===== config.mk =====
export PLATFORM = sky130hd
export DESIGN_NAME = pred_resolve_queue
export DESIGN_NICKNAME = d
export VERILOG_FILES = /design/src/rtl/pred_resolve_queue_pkg.sv /design/src/rtl/pred_resolve_queue_resolve_fifo.sv /design/src/rtl/pred_resolve_queue.sv
export SDC_FILE = /design/constraint.sdc
export NUM_CORES = 1
export LEC_CHECK = 0
export ABC_AREA = 1
export CAP_MARGIN = 20
export CORE_MARGIN = 5
export CORE_UTILIZATION = 45
export DETAILED_ROUTE_END_ITERATION = 16
export DONT_BUFFER_PORTS = 1
export GPL_TIMING_DRIVEN = 0
export SYNTH_ARGS = -nofsm -noshare
export SYNTH_HDL_FRONTEND = slang
export SYNTH_HIERARCHICAL = 1
export SYNTH_SLANG_ARGS = --single-unit

===== constraint.sdc =====
create_clock -name in_Clk -period 2.18 [get_ports in_Clk]
set_input_delay 0.218 -clock in_Clk [delete_from_list [all_inputs] [get_ports in_Clk]]
set_output_delay 0.218 -clock in_Clk [all_outputs]
set_load 0.03 [all_outputs]

===== src/rtl/pred_resolve_queue_pkg.sv =====
// Shared BPU definitions for the predicted-branch resolve queue: entry layout,
// default depth and small helpers for packing and reading entries.
package pred_resolve_queue_pkg;

  localparam int DEPTH_DEFAULT = 4;
  localparam int ENTRY_W       = 3;

  localparam int SEL_BIT   = 0;
  localparam int PRED0_BIT = 1;
  localparam int PRED1_BIT = 2;

  typedef logic [ENTRY_W-1:0] entry_t;

  function automatic entry_t packEntry(input logic pred1, input logic pred0, input logic sel);
    entry_t e;
    e            = '0;
    e[PRED1_BIT] = pred1;
    e[PRED0_BIT] = pred0;
    e[SEL_BIT]   = sel;
    return e;
  endfunction

  // Direction that fetch actually followed for this entry.
  function automatic logic selectedPred(input entry_t e);
    return e[SEL_BIT] ? e[PRED1_BIT] : e[PRED0_BIT];
  endfunction

endpackage


===== src/rtl/pred_resolve_queue_resolve_fifo.sv =====
// Entry storage and wrapping read/write pointers for the resolve queue.
// Flush clears occupancy on the next edge; entry contents are never reset.
module resolve_fifo
  import pred_resolve_queue_pkg::*;
#(
  parameter int DEPTH = DEPTH_DEFAULT
) (
  input  logic                   clk_i,
  input  logic                   rst_i,
  input  logic                   wr_en_i,
  input  logic [ENTRY_W-1:0]     wr_data_i,
  input  logic                   rd_en_i,
  input  logic                   flush_i,
  output logic [ENTRY_W-1:0]     rd_data_o,
  output logic [$clog2(DEPTH):0] count_o,
  output logic                   full_o,
  output logic                   empty_o
);

  localparam int PTR_W = $clog2(DEPTH);
  localparam int CNT_W = PTR_W + 1;

  logic [ENTRY_W-1:0] mem_q [DEPTH];
  logic [PTR_W-1:0]   wrPtr_q, wrPtr_d;
  logic [PTR_W-1:0]   rdPtr_q, rdPtr_d;
  logic [CNT_W-1:0]   count_q, count_d;

  // DEPTH is a power of two, so plain pointer overflow gives the modulo wrap.
  always_comb begin
    wrPtr_d = wrPtr_q;
    rdPtr_d = rdPtr_q;
    count_d = count_q;
    if (flush_i) begin
      wrPtr_d = '0;
      rdPtr_d = '0;
      count_d = '0;
    end else begin
      if (wr_en_i) wrPtr_d = wrPtr_q + PTR_W'(1);
      if (rd_en_i) rdPtr_d = rdPtr_q + PTR_W'(1);
      count_d = count_q + CNT_W'(wr_en_i) - CNT_W'(rd_en_i);
    end
  end

  always_ff @(posedge clk_i) begin
    if (rst_i) begin
      wrPtr_q <= '0;
      rdPtr_q <= '0;
      count_q <= '0;
    end else begin
      wrPtr_q <= wrPtr_d;
      rdPtr_q <= rdPtr_d;
      count_q <= count_d;
    end
  end

  always_ff @(posedge clk_i) begin
    if (wr_en_i) mem_q[wrPtr_q] <= wr_data_i;
  end

  assign rd_data_o = mem_q[rdPtr_q];
  assign count_o   = count_q;
  assign full_o    = (count_q == CNT_W'(DEPTH));
  assign empty_o   = (count_q == '0);

endmodule


===== src/rtl/pred_resolve_queue.sv =====
// Holds in-flight predicted branches and scores both predictors when execute resolves them.
// Optional macro PRED_RESOLVE_STATS_EN adds resolved/mispredict event counters.
module pred_resolve_queue
  import pred_resolve_queue_pkg::*;
#(
  parameter int DEPTH = DEPTH_DEFAULT
) (
  input  logic                   in_Clk,
  input  logic                   in_Rst,
  input  logic                   in_push,
  input  logic                   in_pred0,
  input  logic                   in_pred1,
  input  logic                   in_sel,
  input  logic                   in_resolve,
  input  logic                   in_taken,
  input  logic                   in_flush,
  output logic [1:0]             out_hit,
  output logic                   out_hit_valid,
  output logic                   out_mispredict,
  output logic                   out_full,
  output logic                   out_empty,
  output logic [$clog2(DEPTH):0] out_count
`ifdef PRED_RESOLVE_STATS_EN
  ,
  output logic [31:0]            out_resolved_cnt,
  output logic [31:0]            out_mispred_cnt
`endif
);

  entry_t headEntry;
  logic   resolveOk;
  logic   pushOk;

  logic [1:0] hit_q, hit_d;
  logic       hitValid_q, hitValid_d;
  logic       mispred_q, mispred_d;

  // A full queue still takes a push when the head leaves in the same cycle.
  assign resolveOk = in_resolve & ~out_empty;
  assign pushOk    = in_push & ~in_flush & (~out_full | in_resolve);

  resolve_fifo #(
    .DEPTH(DEPTH)
  ) u_fifo (
    .clk_i    (in_Clk),
    .rst_i    (in_Rst),
    .wr_en_i  (pushOk),
    .wr_data_i(packEntry(in_pred1, in_pred0, in_sel)),
    .rd_en_i  (resolveOk),
    .flush_i  (in_flush),
    .rd_data_o(headEntry),
    .count_o  (out_count),
    .full_o   (out_full),
    .empty_o  (out_empty)
  );

  always_comb begin
    hit_d      = hit_q;
    mispred_d  = mispred_q;
    hitValid_d = resolveOk;
    if (resolveOk) begin
      hit_d[1]  = (headEntry[PRED1_BIT] == in_taken);
      hit_d[0]  = (headEntry[PRED0_BIT] == in_taken);
      mispred_d = (selectedPred(headEntry) != in_taken);
    end
  end

  always_ff @(posedge in_Clk) begin
    if (in_Rst) begin
      hit_q      <= 2'b00;
      hitValid_q <= 1'b0;
      mispred_q  <= 1'b0;
    end else begin
      hit_q      <= hit_d;
      hitValid_q <= hitValid_d;
      mispred_q  <= mispred_d;
    end
  end

  assign out_hit        = hit_q;
  assign out_hit_valid  = hitValid_q;
  assign out_mispredict = mispred_q;

`ifdef PRED_RESOLVE_STATS_EN
  logic [31:0] resolvedCnt_q;
  logic [31:0] mispredCnt_q;

  always_ff @(posedge in_Clk) begin
    if (in_Rst) begin
      resolvedCnt_q <= '0;
      mispredCnt_q  <= '0;
    end else if (resolveOk) begin
      resolvedCnt_q <= resolvedCnt_q + 32'd1;
      if (mispred_d) mispredCnt_q <= mispredCnt_q + 32'd1;
    end
  end

  assign out_resolved_cnt = resolvedCnt_q;
  assign out_mispred_cnt  = mispredCnt_q;
`endif

endmodule


### Yosys cells after proc, flatten, opt, wreduce, memory -nomap -nowiden

Memory sizes are Yosys's and may differ from the RTL's. A register that Yosys moved wholly into a read port is not among the register bits.
Cells that the tools add are included.
Widths: inputs -> output; s select.

| word-level totals | value |
|---|---|
| bits of input ports | 9 |
| logic and storage cells | 29 |
| bits in writable memories | 12 |
| output and inout bits | 9 |
| bits in read-only memories | 0 |
| bits in latches | 0 |
| memories kept | 1 |
| bits in registers | 11 |

| cells by class | value |
|---|---|
| div/mod/pow operators | 0 |
| add/subtract/negate cells | 4 |
| multiply operators | 0 |
| equal/unequal tests | 4 |
| shifts and indexed selects | 0 |
| reduce and logical (&&, ||, !) cells | 2 |
| multiplexer cells | 5 |
| bitwise operators | 7 |
| magnitude comparators | 0 |

Memories:

| name | words | width | rd ports | clocked after Yosys merged registers in | wr ports | RTL line | source |
|---|---|---|---|---|---|---|---|
| u_fifo.mem_q | 4 | 3 | 1 | 1 | 1 | pred_resolve_queue_resolve_fifo.sv:23 | `logic [ENTRY_W-1:0] mem_q [DEPTH];` |

Operators with widths:

| kind | count |
|---|---|
| $add 2x1->2 const B | 2 |
| $mux 2 | 2 |
| $add 3x1->3 | 1 |
| $and 1x1->1 | 3 |
| $eq 3x3->1 const B | 1 |
| $logic_not 3->1 | 1 |
| $mux 1 | 3 |
| $not 1->1 | 3 |
| $sub 3x1->3 | 1 |
| $eq 1x1->1 | 2 |
| $reduce_or 2->1 | 1 |
| $ne 1x1->1 | 1 |
| $or 1x1->1 | 1 |

### Logic depth before layout (Yosys ltp)

Gate-level depths: netlist of the first run.

| depth | value |
|---|---|
| word-level depth | 6 |
| gate-level depth with buffers | 11 |
| depth with buffers taken out | 11 |

### Cells and area by module

The synthesis of the first run kept the hierarchy.

By module, submodules not included:

| module | instances | cells each | area each (um^2) | sequential area each (um^2) |
|---|---|---|---|---|
| resolve_fifo | 1 | 90 | 923.4 | 540.5 |
| pred_resolve_queue | 1 | 32 | 212.7 | 80.1 |

### Least setup slack after synthesis of the first run

No wires, ideal clock.

| timing | value |
|---|---|
| path type | reg2reg |
| from | register u_fifo.count_q[1], in the netlist u_fifo/count_o[1] |
| to | register u_fifo.count_q[2], in the netlist u_fifo/count_o[2] |
| data arrival time | 2.600 ns |
| required time | 2.065 ns |
| cell stages (with the launch flop) | 9 |
| library setup time | 0.115 ns |
| clock period less this slack | 2.715 ns |
| setup slack | -0.535 ns |
| path buffers | 0 |
| path through | dfxtp_1 > nor3_1 > nor2_4 > ha_1 > inv_1 > ha_1 > fa_1 > a21oi_1 > nor2_1 |

| between the ends | value |
|---|---|
| elaborated cells between the ends (all ways) | 9 |
| those cells by class | add/sub (2); eq/ne (1); bitwise (5); reduce/logical (1) |

RTL lines:

| what | RTL line | source |
|---|---|---|
| start, declared | pred_resolve_queue_resolve_fifo.sv:26 | `logic [CNT_W-1:0] count_q, count_d;` |
| start signal, assigned | pred_resolve_queue_resolve_fifo.sv:52 | `count_q <= count_d;` |
| $logic_not 3->1 | pred_resolve_queue_resolve_fifo.sv:63 | `assign empty_o = (count_q == '0);` |
| net out_empty | pred_resolve_queue.sv:21 | `output logic out_empty,` |
| $not 1->1 | pred_resolve_queue.sv:39 | `assign resolveOk = in_resolve & ~out_empty;` |
| $and 1x1->1 | pred_resolve_queue.sv:39 |  |
| net hitValid_d | pred_resolve_queue.sv:35 | `logic hitValid_q, hitValid_d;` |
| $sub 3x1->3 | pred_resolve_queue_resolve_fifo.sv:40 | `count_d = count_q + CNT_W'(wr_en_i) - CNT_W'(rd_en_i);` |

The timed path passes the listed nets, and every way through them passes these cells.
A chain may end at the register's enable or synchronous reset.

### Worst setup path after layout of the first run

| timing | value |
|---|---|
| from | register u_fifo.count_q[2], in the netlist u_fifo/count_o[2] |
| to | register u_fifo.count_q[1], in the netlist u_fifo/count_o[1] |

Same word-level chain as after synthesis.

==> results of run 1 <==
## worst max-delay path, cell delays in order (launching register included)
cell	delay [ns]
sky130_fd_sc_hd__dfxtp_4	0.42
sky130_fd_sc_hd__nor3_4	0.46
sky130_fd_sc_hd__nor2_4	0.05
sky130_fd_sc_hd__ha_1	0.29
sky130_fd_sc_hd__inv_1	0.04
sky130_fd_sc_hd__ha_1	0.18
sky130_fd_sc_hd__fa_1	0.48
sky130_fd_sc_hd__inv_1	0.04
sky130_fd_sc_hd__nor2_1	0.09
## per-stage QoR
stage	area [µm²]	power (W)	utilization, %	setup slack, ns
floorplan	1150	0.000636	-	0.0159
global placement	1190	0.000651	48.4	-0.127
detailed placement	1190	0.000655	48.4	-0.144
CTS	1270	0.000866	51.7	0.0195
global route	1280	0.000911	52.1	-0.0119
finish	1280	0.000856	52.1	0.0701
## cells by family after synthesis
group	count (synthesis)	synth area share [%]
xor gates and xnor gates	3	2.31
DFF	25	54.6
AOI/OAI and AO/OA	21	10.2
adders and majority gates	7	8.37
buffers and inverters	29	10.2
and+or+nand+nor	37	14.2
## how the worst max path moves through the flow
| stage | start | to | slack (ns) | cells after the start |
|---|---|---|---|---|
| 6_report | u_fifo/count_o[2] | u_fifo/count_o[1] | 0.07 | 8 |
| 2_1_floorplan | u_fifo/count_o[1] | u_fifo/count_o[2] | 0.02 | 8 |
| 5_1_grt | u_fifo/count_o[2] | u_fifo/count_o[2] | -0.01 | 9 |
| 3_3_place_gp | u_fifo/count_o[1] | u_fifo/count_o[1] | -0.13 | 10 |
| 4_1_cts | u_fifo/count_o[1] | u_fifo/count_o[1] | 0.02 | 10 |
| 3_5_place_dp | u_fifo/count_o[1] | u_fifo/count_o[1] | -0.14 | 10 |
## where the power goes
group / switching (W) / leakage [nW] / internal [W]
clock: 0.000132 / 0.0177 / 0.0000684
sequential: 0.0000349 / 0.216 / 0.000509
combinational: 0.0000693 / 0.326 / 0.0000420
total: 0.000236 / 0.561 / 0.000619
## per-layer routing
metal  global-route usage, %  part of all wire, %
met4                    5.70                 0.72
met5                       0                    0
met1                    13.1                   42
met2                    21.3                   54
met3                    2.16                  2.7
## cells in the mapped netlist (all sizes together), types with 2 or more instances
| cell type | instances |
|---|---|
| xor2 | 3 |
| nand2 | 21 |
| a21oi | 10 |
| nor2 | 10 |
| edfxtp | 12 |
| o21ai | 8 |
| dfxtp | 13 |
| nor3 | 2 |
| nand3 | 4 |
| inv | 28 |
| o211ai | 3 |
| ha | 6 |
## flip-flops by register name, summed over array words and instances, names as in the netlist, named ones only
| name | cells |
|---|---|
| out_hit | 2 |
| u_fifo/count_o | 3 |
| out_mispredict | 1 |
| out_hit_valid | 1 |
| u_fifo/mem_q | 12 |
| u_fifo/wrPtr_q | 2 |
| u_fifo/rdPtr_q | 2 |
## timing repair
action,4_1_cts,5_1_grt
resized for setup,4,3
endpoints found under the hold margin,13,0
pin swaps,2,0
setup buffers,1,0
hold buffers,4,0
endpoints found under the setup margin,2,2
## area by class of cell
cell class	count	area, µm²	share of cell area [%]
clock inverter	1	5.00	0.391
tap	30	37.5	2.94
buffer	1	11.3	0.881
clock buffer	3	22.5	1.76
timing repair buffer	5	47.5	3.72
multi-input combinational	68	420	32.9
sequential	25	629	49.2
inverter	28	105	8.22
==> run summary, run 1 <==
Sequential cells were found to cover 54.6% of the synthesized design area. The count of mapped cells out of synthesis is 122. The total via count in the routed design came out at 763. The endpoint of the most critical register-to-register path is u_fifo/count_o[1]. The number of cells in the design after placement came out at 152. After floorplanning, the core was sized to cover 0.00245 mm². The endpoint kind of the worst setup timing path is a flip-flop. The die extent in x came out at 60.2 µm. The worst-margin pin slew is 0.486 ns.

Counting flops with a built-in enable in the synthesized netlist gives 12. Setup repair after global routing could not meet its margin everywhere. The via density per instance came out at 4.74.

The area of the mapped netlist is 0.00114 mm². During I/O placement, the number of pins put on the boundary was 18. The count of nets left with antenna violations once routing finished came out at 0. By area the synthesized netlist is led by sky130_fd_sc_hd__edfxtp_1 32%, sky130_fd_sc_hd__dfxtp_1 23%, sky130_fd_sc_hd__inv_1 8.9%, sky130_fd_sc_hd__nand2_1 6.9%, sky130_fd_sc_hd__ha_1 6.6%. For this run the aggregate overflow at the end of global routing stands at 0. In the synthesized netlist the dominant register cell turns out to be sky130_fd_sc_hd__dfxtp_1. The detailed-route DRC error count came out at 0. Headroom to the max-slew limit came out at 67.5%. The total CTS buffers is 3. The number of sinks on the clock net came out at 25.

The number of nets at the end of the flow is 148. The worst setup slack for register-to-register paths is 0.07 ns. The max-capacitance violation count came out at 0. The net count after synthesis is 138. The relative area change from synthesis to final layout is 12.6%. The number of global-route vias before repair is 803.

The initial core utilization is 46.3%. The flow ran to the end, and the final reports show no timing, DRC or antenna violations. The chip height came out at 60.2 µm.

The worst hold path belongs to the class in2reg. The hold path depth is 3. The number of standard cells in the layout, taps in and fillers out came out at 161.

The fmax is 474 MHz. The maximum clock insertion buffer count came out at 2. The final wirelength came out at 1940 µm. The clock period minus worst slack is 2.11 ns. The worst hold path terminates at out_mispredict. The arrival time at the worst endpoint is 2.36 ns. The number of hold violations in the final report came to 0.

The number of cell instances on the worst register-to-register path is 8. After synthesis, the share of flip-flops with an asynchronous set or reset is 0%. The count of cell types in the netlist came out at 18. In this run the static leakage power is 0.561 nW.

The number of antenna diodes is 0. The total count of max-transition violations in the final report is 0. Across all hold checks on the routed design, the worst slack comes to 0.0352 ns. TritonCTS built the clock tree. The number of cell rows is 18. For this run, the total global-route usage over all layers was measured as 11.8%. The total die area came out at 0.00363 mm².

Power spread over the standard cell area amounts to 669 mW/mm². In the layout the commonest cells are 27 x sky130_fd_sc_hd__inv_1, 21 x sky130_fd_sc_hd__nand2_1, 12 x sky130_fd_sc_hd__edfxtp_1. The fill cell total of the finished layout came out at 233. The clock-pin slew on the worst setup and hold paths is 0.14 ns. The total half-perimeter wirelength after legalization and detailed placement came out at 1470 µm. The final weighted congestion in routability-driven placement is 0.719. For the worst setup path, the data required time is 2.43 ns. In the finished design, the share of the clock period the worst path needs comes to 96.8%.

The number of detailed-routing iterations run before antenna repair came out at 4. The setup path with the least slack is of type reg2reg. For the final database, setup skew stands at 0.00842 ns.

The H-tree level count is 1. The source of the worst hold timing path is in_Rst. The number of DRC markers in iteration 0 came out at 25. The count of input and output buffers is 0. Of all nets on the critical path, the largest fanout is 4. The startpoint of the most critical register-to-register path is u_fifo/count_o[2]. The share of layout cells above drive strength 1 is 12.2%.

The share of the synthesized area in the top cell type is 31.7%. The most frequent standard cell in the layout excluding fill and tap cells is sky130_fd_sc_hd__inv_1. The first-pass GRT wire length came out at 3210 µm. The cell chosen for the clock root is sky130_fd_sc_hd__clkbuf_4.

The initial antenna violation count is 0. The number of storage elements in the synthesis netlist is 25. After synthesis, the mean cell area works out to 9.31 µm².

The latest clock arrival within the worst-skew pair is 0.31 ns. STA classifies the critical path startpoint as a flip-flop. The pin count of the biggest net entering global routing is 15.

The accumulated negative setup slack is 0 ns. The count of synthesis-stage warnings from yosys is 6. The final routed wire length divided by cell count came out at 12.0 µm. The maximum resistive drop on vdd came out at 0.000401 V.

The final setup violation count is 0. The biggest area consumer among synthesized cells is sky130_fd_sc_hd__edfxtp_1.
Note: power is estimated with default switching activity, not from simulation.
==> run 2: changes to the inputs <==
- CTS_CLUSTER_DIAMETER: unset -> 150
==> results of run 2 <==
Same layout as run 1: the final DEF is identical, and so are final timing and power.
